**config.mk**
```make
export PLATFORM = sky130hd
export DESIGN_NAME = mem_stage
export DESIGN_NICKNAME = d
export VERILOG_FILES = /design/src/rtl/cpu_pkg.sv /design/src/rtl/mem_timeout_ctr.sv /design/src/rtl/mem_stage.sv
export SDC_FILE = /design/constraint.sdc
export NUM_CORES = 1
export LEC_CHECK = 0
export ABC_AREA = 0
export BUFFER_PORTS_ARGS = -buffer_cell sky130_fd_sc_hd__buf_2
export CORE_ASPECT_RATIO = 1.1
export CORE_MARGIN = 2
export CORE_UTILIZATION = 40
export CTS_CLUSTER_DIAMETER = 200
export DETAILED_ROUTE_END_ITERATION = 6
export PLACE_DENSITY = 0.75
export SLEW_MARGIN = 30
export SYNTH_ARGS = -nofsm -noshare
export SYNTH_HDL_FRONTEND = slang
export SYNTH_SLANG_ARGS = --single-unit
```
**constraint.sdc**
```tcl
create_clock -name clk_i -period 2.95 [get_ports clk_i]
set_clock_uncertainty 0.1 [all_clocks]
set_input_delay 0.4425 -clock clk_i [delete_from_list [all_inputs] [get_ports clk_i]]
set_output_delay 0.4425 -clock clk_i [all_outputs]
set_load 0.01 [all_outputs]
```
**src/rtl/cpu_pkg.sv**
```systemverilog
// rtl/cpu_pkg.sv - shared widths and memory-stage state encoding
package cpu_pkg;

  localparam int WORD_W = 32;
  localparam int REG_AW = 5;

  typedef enum logic [1:0] {
    ST_IDLE = 2'd0,
    ST_REQ  = 2'd1,
    ST_DONE = 2'd2
  } mem_state_e;

endpackage

```
**src/rtl/mem_timeout_ctr.sv**
```systemverilog
// rtl/mem_timeout_ctr.sv - wait-cycle counter for the memory request (built under MEM_TIMEOUT_EN)
module mem_timeout_ctr #(
  parameter int TIMEOUT_CYCLES = 255
) (
  input  logic clk_i,
  input  logic rst_i,
  input  logic clear,
  input  logic inc,
  output logic expired
);

  localparam int CW = $clog2(TIMEOUT_CYCLES + 1);

  logic [CW-1:0] cnt;

  always_ff @(posedge clk_i) begin
    if (rst_i || clear) begin
      cnt <= '0;
    end else if (inc) begin
      cnt <= cnt + 1'b1;
    end
  end

  // Fires on the last unacknowledged cycle, so the request stays up exactly TIMEOUT_CYCLES cycles.
  assign expired = inc && (cnt == CW'(TIMEOUT_CYCLES - 1));

endmodule

```
**src/rtl/mem_stage.sv**
```systemverilog
// rtl/mem_stage.sv - MEM pipeline stage with stalling data-memory handshake; MEM_TIMEOUT_EN adds request timeout
module mem_stage
  import cpu_pkg::*;
#(
  parameter int TIMEOUT_CYCLES = 255
) (
  input  logic              clk_i,
  input  logic              rst_i,
  input  logic              MemRead_i,
  input  logic              MemWrite_i,
  input  logic              RegWrite_i,
  input  logic              MemtoReg_i,
  input  logic [WORD_W-1:0] ALUResult_i,
  input  logic [WORD_W-1:0] WriteData_i,
  input  logic [REG_AW-1:0] RDaddr_i,
  output logic              stall_o,
  output logic              mem_req_o,
  output logic              mem_we_o,
  output logic [WORD_W-1:0] mem_addr_o,
  output logic [WORD_W-1:0] mem_wdata_o,
  input  logic              mem_ack_i,
  input  logic [WORD_W-1:0] mem_rdata_i,
  output logic              RegWrite_o,
  output logic              MemtoReg_o,
  output logic [WORD_W-1:0] ALUResult_o,
  output logic [WORD_W-1:0] ReadData_o,
  output logic [REG_AW-1:0] RDaddr_o,
  output logic              err_o,
  output logic              timeout_o
);

  mem_state_e        state;
  logic              lat_we;
  logic              lat_regwrite;
  logic              lat_memtoreg;
  logic [WORD_W-1:0] lat_alu;
  logic [WORD_W-1:0] lat_wdata;
  logic [REG_AW-1:0] lat_rd;
  logic [WORD_W-1:0] rdata_q;
  logic              timed_out_q;

  logic any_op;
  logic bad_op;
  logic accept;
  logic tmo_expired;

  assign any_op = MemRead_i | MemWrite_i;
  assign bad_op = any_op && ((MemRead_i && MemWrite_i) || (ALUResult_i[1:0] != 2'b00));
  assign accept = (state == ST_IDLE) && any_op && !bad_op;

`ifdef MEM_TIMEOUT_EN
  mem_timeout_ctr #(
    .TIMEOUT_CYCLES(TIMEOUT_CYCLES)
  ) u_tmo (
    .clk_i  (clk_i),
    .rst_i  (rst_i),
    .clear  (state != ST_REQ),
    .inc    ((state == ST_REQ) && !mem_ack_i),
    .expired(tmo_expired)
  );
  assign timeout_o = (state == ST_DONE) && timed_out_q;
`else
  assign tmo_expired = 1'b0;
  assign timeout_o   = 1'b0;
`endif

  always_ff @(posedge clk_i) begin
    if (rst_i) begin
      state        <= ST_IDLE;
      lat_we       <= 1'b0;
      lat_regwrite <= 1'b0;
      lat_memtoreg <= 1'b0;
      lat_alu      <= '0;
      lat_wdata    <= '0;
      lat_rd       <= '0;
      rdata_q      <= '0;
      timed_out_q  <= 1'b0;
    end else begin
      case (state)
        ST_IDLE: begin
          if (accept) begin
            lat_we       <= MemWrite_i;
            lat_regwrite <= RegWrite_i;
            lat_memtoreg <= MemtoReg_i;
            lat_alu      <= ALUResult_i;
            lat_wdata    <= WriteData_i;
            lat_rd       <= RDaddr_i;
            timed_out_q  <= 1'b0;
            state        <= ST_REQ;
          end
        end
        ST_REQ: begin
          // An ack arriving on the timeout cycle still completes the access.
          if (mem_ack_i) begin
            rdata_q <= lat_we ? '0 : mem_rdata_i;
            state   <= ST_DONE;
          end else if (tmo_expired) begin
            rdata_q     <= '0;
            timed_out_q <= 1'b1;
            state       <= ST_DONE;
          end
        end
        ST_DONE: state <= ST_IDLE;
        default: state <= ST_IDLE;
      endcase
    end
  end

  always_comb begin
    stall_o     = 1'b0;
    mem_req_o   = 1'b0;
    mem_we_o    = 1'b0;
    mem_addr_o  = lat_alu;
    mem_wdata_o = lat_wdata;
    err_o       = 1'b0;
    RegWrite_o  = RegWrite_i;
    MemtoReg_o  = MemtoReg_i;
    ALUResult_o = ALUResult_i;
    ReadData_o  = '0;
    RDaddr_o    = RDaddr_i;
    case (state)
      ST_REQ: begin
        stall_o     = 1'b1;
        mem_req_o   = 1'b1;
        mem_we_o    = lat_we;
        RegWrite_o  = 1'b0;
        MemtoReg_o  = lat_memtoreg;
        ALUResult_o = lat_alu;
        RDaddr_o    = lat_rd;
      end
      ST_DONE: begin
        RegWrite_o  = lat_regwrite && !timed_out_q;
        MemtoReg_o  = lat_memtoreg;
        ALUResult_o = lat_alu;
        ReadData_o  = rdata_q;
        RDaddr_o    = lat_rd;
      end
      default: begin
        if (bad_op) begin
          err_o      = 1'b1;
          RegWrite_o = 1'b0;
        end else if (accept) begin
          // Keep the writeback register from committing a half-done memory op.
          stall_o    = 1'b1;
          RegWrite_o = 1'b0;
        end
      end
    endcase
  end

endmodule

```
==> key figures <==
Outcome
  – Status: finished, final reports clean

Cells and area
  – Layout cells sized above 1: 0.4030
  – Area Overhead vs Synth: 32.89%
  – Util after Layout: 0.5427
  – Final Instance Area: 0.006531 mm^2
  – Fillers: about 1200
  – Inserted Diodes: 0
  – Nets: about 900

Worst setup path
  – FF-to-FF Start: state[1]
  – Crit-path slowest cell: ha_2
  – CP required: between 2 and 2.5 ns
  – Buf/Inv on CP: 3
  – Worst Path Max Fanout: 37
  – Reg2Reg Setup Slack: 0.84 ns
  – CP Cell Sequence: inv_1 > ha_2 > buf_12 > mux2_2 > buf_2
  – RR Endpoint: mem_addr_o[29]
  – Crit path capture: ALUResult_o[1]
  – Crit end category: primary output
  – Slowest stage delay, CP: 0.45 ns
  – Worst Path Arrival: roughly 2.1 ns
  – Critical Path Source Type: flip-flop
  – Setup CP Type: reg2out
  – WP depth: 5
  – Worst setup startpoint: state[0]
  – Crit path max-delay family: buffers and inverters
  – R2R depth: 6

Global route
  – Largest net degree at the start of global routing: 56
  – Initial antenna violation count: 0
  – Global-route wire length before repair: around 22000 um
  – GRT Total Usage: 0.2125
  – Total grt overflow: 0
  – Number of global-route vias before repair: between 4000 and 5000

Timing
  – Worst slew margin: 0.4878
  – Slew @ Worst Pin: around 0.77 ns
  – Final min period: 2.628 ns
  – Final hold violations: 0
  – Setup TNS: 0 ns
  – Fin crit share: 0.8909
  – Final worst setup slack: 0.3217 ns
  – FMAX: about 380 MHz
  – Unrepaired setup endpoints after global routing: false
  – Setup-failing EPs final: 0
  – Max Slew Vio Count: 0

Route
  – Routed WL per cell: ~16 um
  – Post-DR vias/cell: about 5.4
  – Via Count: ~5100
  – Drc violations: 0
  – Final ANT Viol Nets: 0
  – Initial DRC count: roughly 460
  – First-pass iteration count of the detailed router: 7
  – Final WL: 14780 um

Floorplan
  – Core Region: 0.01203 mm^2
  – Num rows: 42
  – Total I/O pin count: approximately 250
  – Die width: 109.7 um
  – Die Y: approximately 120 um
  – Total Die Area: 0.01319 mm^2
  – Initial Util: 0.4084

Logic synthesis
  – Number of synthesized register bits: approximately 110
  – Synth top area cells: dfxtp_1 (43%), a21oi_1 (10%), mux2_2 (8.7%)
  – Main synth FF type: dfxtp_1
  – Number of synthesis warnings: 0
  – Count leader, synth: dfxtp_1
  – Post-Synthesis Cells: between 500 and 600
  – Syn_area_per_cell: 8.401 um^2
  – Area share of the largest cell type after synthesis: 0.4318
  – Number of distinct library cells after synthesis: 28
  – Post-synth EDFFs: 0
  – Mapped Area: between 0.004 and 0.005 mm^2
  – Leading area contributor after synthesis: dfxtp_1
  – Synthesized Nets: around 700
  – FFs w/ async S/R, synth: 0
  – Register area share after synthesis: 0.4318
  – Synth top cells by count: dfxtp_1 (106), a21oi_1 (103), nand3_1 (72), o21ai_0 (72), clkbuf_1 (49)

Power and ir drop
  – Peak VDD IR: around 0.00027 V
  – Total power: slightly below 4 mW
  – Logic pwr share: 0.294
  – Power Dens Cells: around 600 mW/mm^2
  – Switching power: ~1.3 mW
  – Sequential power share: 0.402
  – Pint: between 2 and 3 mW
  – Leak pwr: around 2.8 nW
  – Clk pwr share: 0.304
  – Switch share: 0.3268

Clocking
  – CTS tree: built
  – Clk_lat worst skew: 0.35 ns
  – Setup Fix Bufs, Post-CTS: 0
  – H-tree Lvls: 3
  – Cts repair resizes: 0
  – Worst-path clk slew: 0.08 ns
  – Max Root-Sink Buffers: 2
  – Hold_buf cts: 0
  – Root buffer cell: clkbuf_16
  – Total CTS buffers: 9
  – Clk sinks: about 110

Placed design
  – Placer Congestion: 0.7199
  – Cell Area, Placed: 0.006237 mm^2
  – Port Buffer Count: ~250
  – Dpl hpwl: between 10000 and 15000 um
  – Pre-CTS setup slack: ~0.67 ns

Min path
  – HP Class: in2reg

Run
  – Number of max-cap violations: 0
==> state kept, by name, summed over array words and instances, names as in the netlist <==
signal,count
lat_memtoreg,1
lat_rd,5
state,2
lat_regwrite,1
mem_addr_o,32
lat_we,1
rdata_q,32
mem_wdata_o,32
==> stage by stage <==
step,hold slack (ns),cells
6_report,0.2345,948
5_1_grt,0.2246,948
4_1_cts,0.2251,948
3_5_place_dp,0.3392,932
3_3_place_gp,0.3354,932
2_1_floorplan,0.3273,585
==> cells in the final DEF (no fill, tap or decap) <==
cell type,n
conb_1,1
buf_2,245
ha_1,4
o41ai_1,1
o31ai_1,3
clkbuf_8,1
nand4b_1,32
clkinv_4,1
a221oi_2,1
inv_6,4
clkbuf_16,9
inv_1,3
xnor2_4,1
xor2_4,1
dfxtp_1,106
o21ai_0,72
nor2_1,1
nand3_1,72
ha_2,1
a21oi_1,103
nor3b_4,1
buf_4,13
or3b_2,1
o21a_1,1
and2_1,33
inv_8,1
buf_12,2
nand2_1,34
mux2i_1,2
mux2_2,38
nand2b_1,4
nor3b_1,2
==> worst register-to-register path, cell delays in order (launching register included) <==
cell     delay (ns)
dfxtp_1        0.34
inv_1          0.13
ha_2           0.27
or3b_2         0.49
buf_4          0.27
o21ai_0        0.28
a21oi_1        0.10
==> how the worst min path moves through the flow <==
| stage | from | end | slack [ns] | cells past startpoint |
|---|---|---|---|---|
| 2_1_floorplan | rdata_q[0] | rdata_q[0] | 0.33 | 2 |
| 3_3_place_gp | rdata_q[12] | rdata_q[12] | 0.34 | 2 |
| 3_5_place_dp | rdata_q[3] | rdata_q[3] | 0.34 | 2 |
| 4_1_cts | WriteData_i[26] | mem_wdata_o[26] | 0.23 | 3 |
| 5_1_grt | WriteData_i[26] | mem_wdata_o[26] | 0.22 | 3 |
| 6_report | WriteData_i[10] | mem_wdata_o[10] | 0.23 | 3 |
==> routing by layer <==
layer	part of all wire	track usage
met5	0	0
met3	0.073	0.04960
met2	0.49	0.3576
met4	0.015	0.06962
met1	0.42	0.2657
==> area by class of cell <==
cell class / count / area [um^2] / area share
clock buffers: 10 / 239.0 / 0.03659
clock inverters: 6 / 55.05 / 0.008429
inverters: 3 / 11.26 / 0.001724
multi-input cells: 409 / 2547 / 0.3900
flip-flops and latches: 106 / 2122 / 0.3249
well taps: 154 / 192.7 / 0.02950
repair buffers: 260 / 1364 / 0.2088
==> kinds of logic (layout without fill, tap and decap cells) <==
family | count (synthesis) | in the layout | synth area share
muxes | 40 | 40 | 0.09114
AOI/OAI and AO/OA | 181 | 181 | 0.1892
adders and majority gates | 5 | 5 | 0.01273
DFF | 106 | 106 | 0.4318
xor gates and xnor gates | 2 | 2 | 0.005093
buffers and inverters | 70 | 279 | 0.05779
and+or+nand+nor | 180 | 180 | 0.2116
other | 1 | 1 | 0.0007630
==> power groups by stage <==
stage / logic (mW) / registers (mW) / clock network (mW)
floorplan: 0.716 / 1.62 / 0
global placement: 1.15 / 1.60 / 0
detailed placement: 1.16 / 1.61 / 0
CTS: 1.16 / 1.57 / 1.21
global route: 1.26 / 1.58 / 1.27
finish: 1.15 / 1.57 / 1.19
Note: power is estimated with default switching activity, not from simulation.
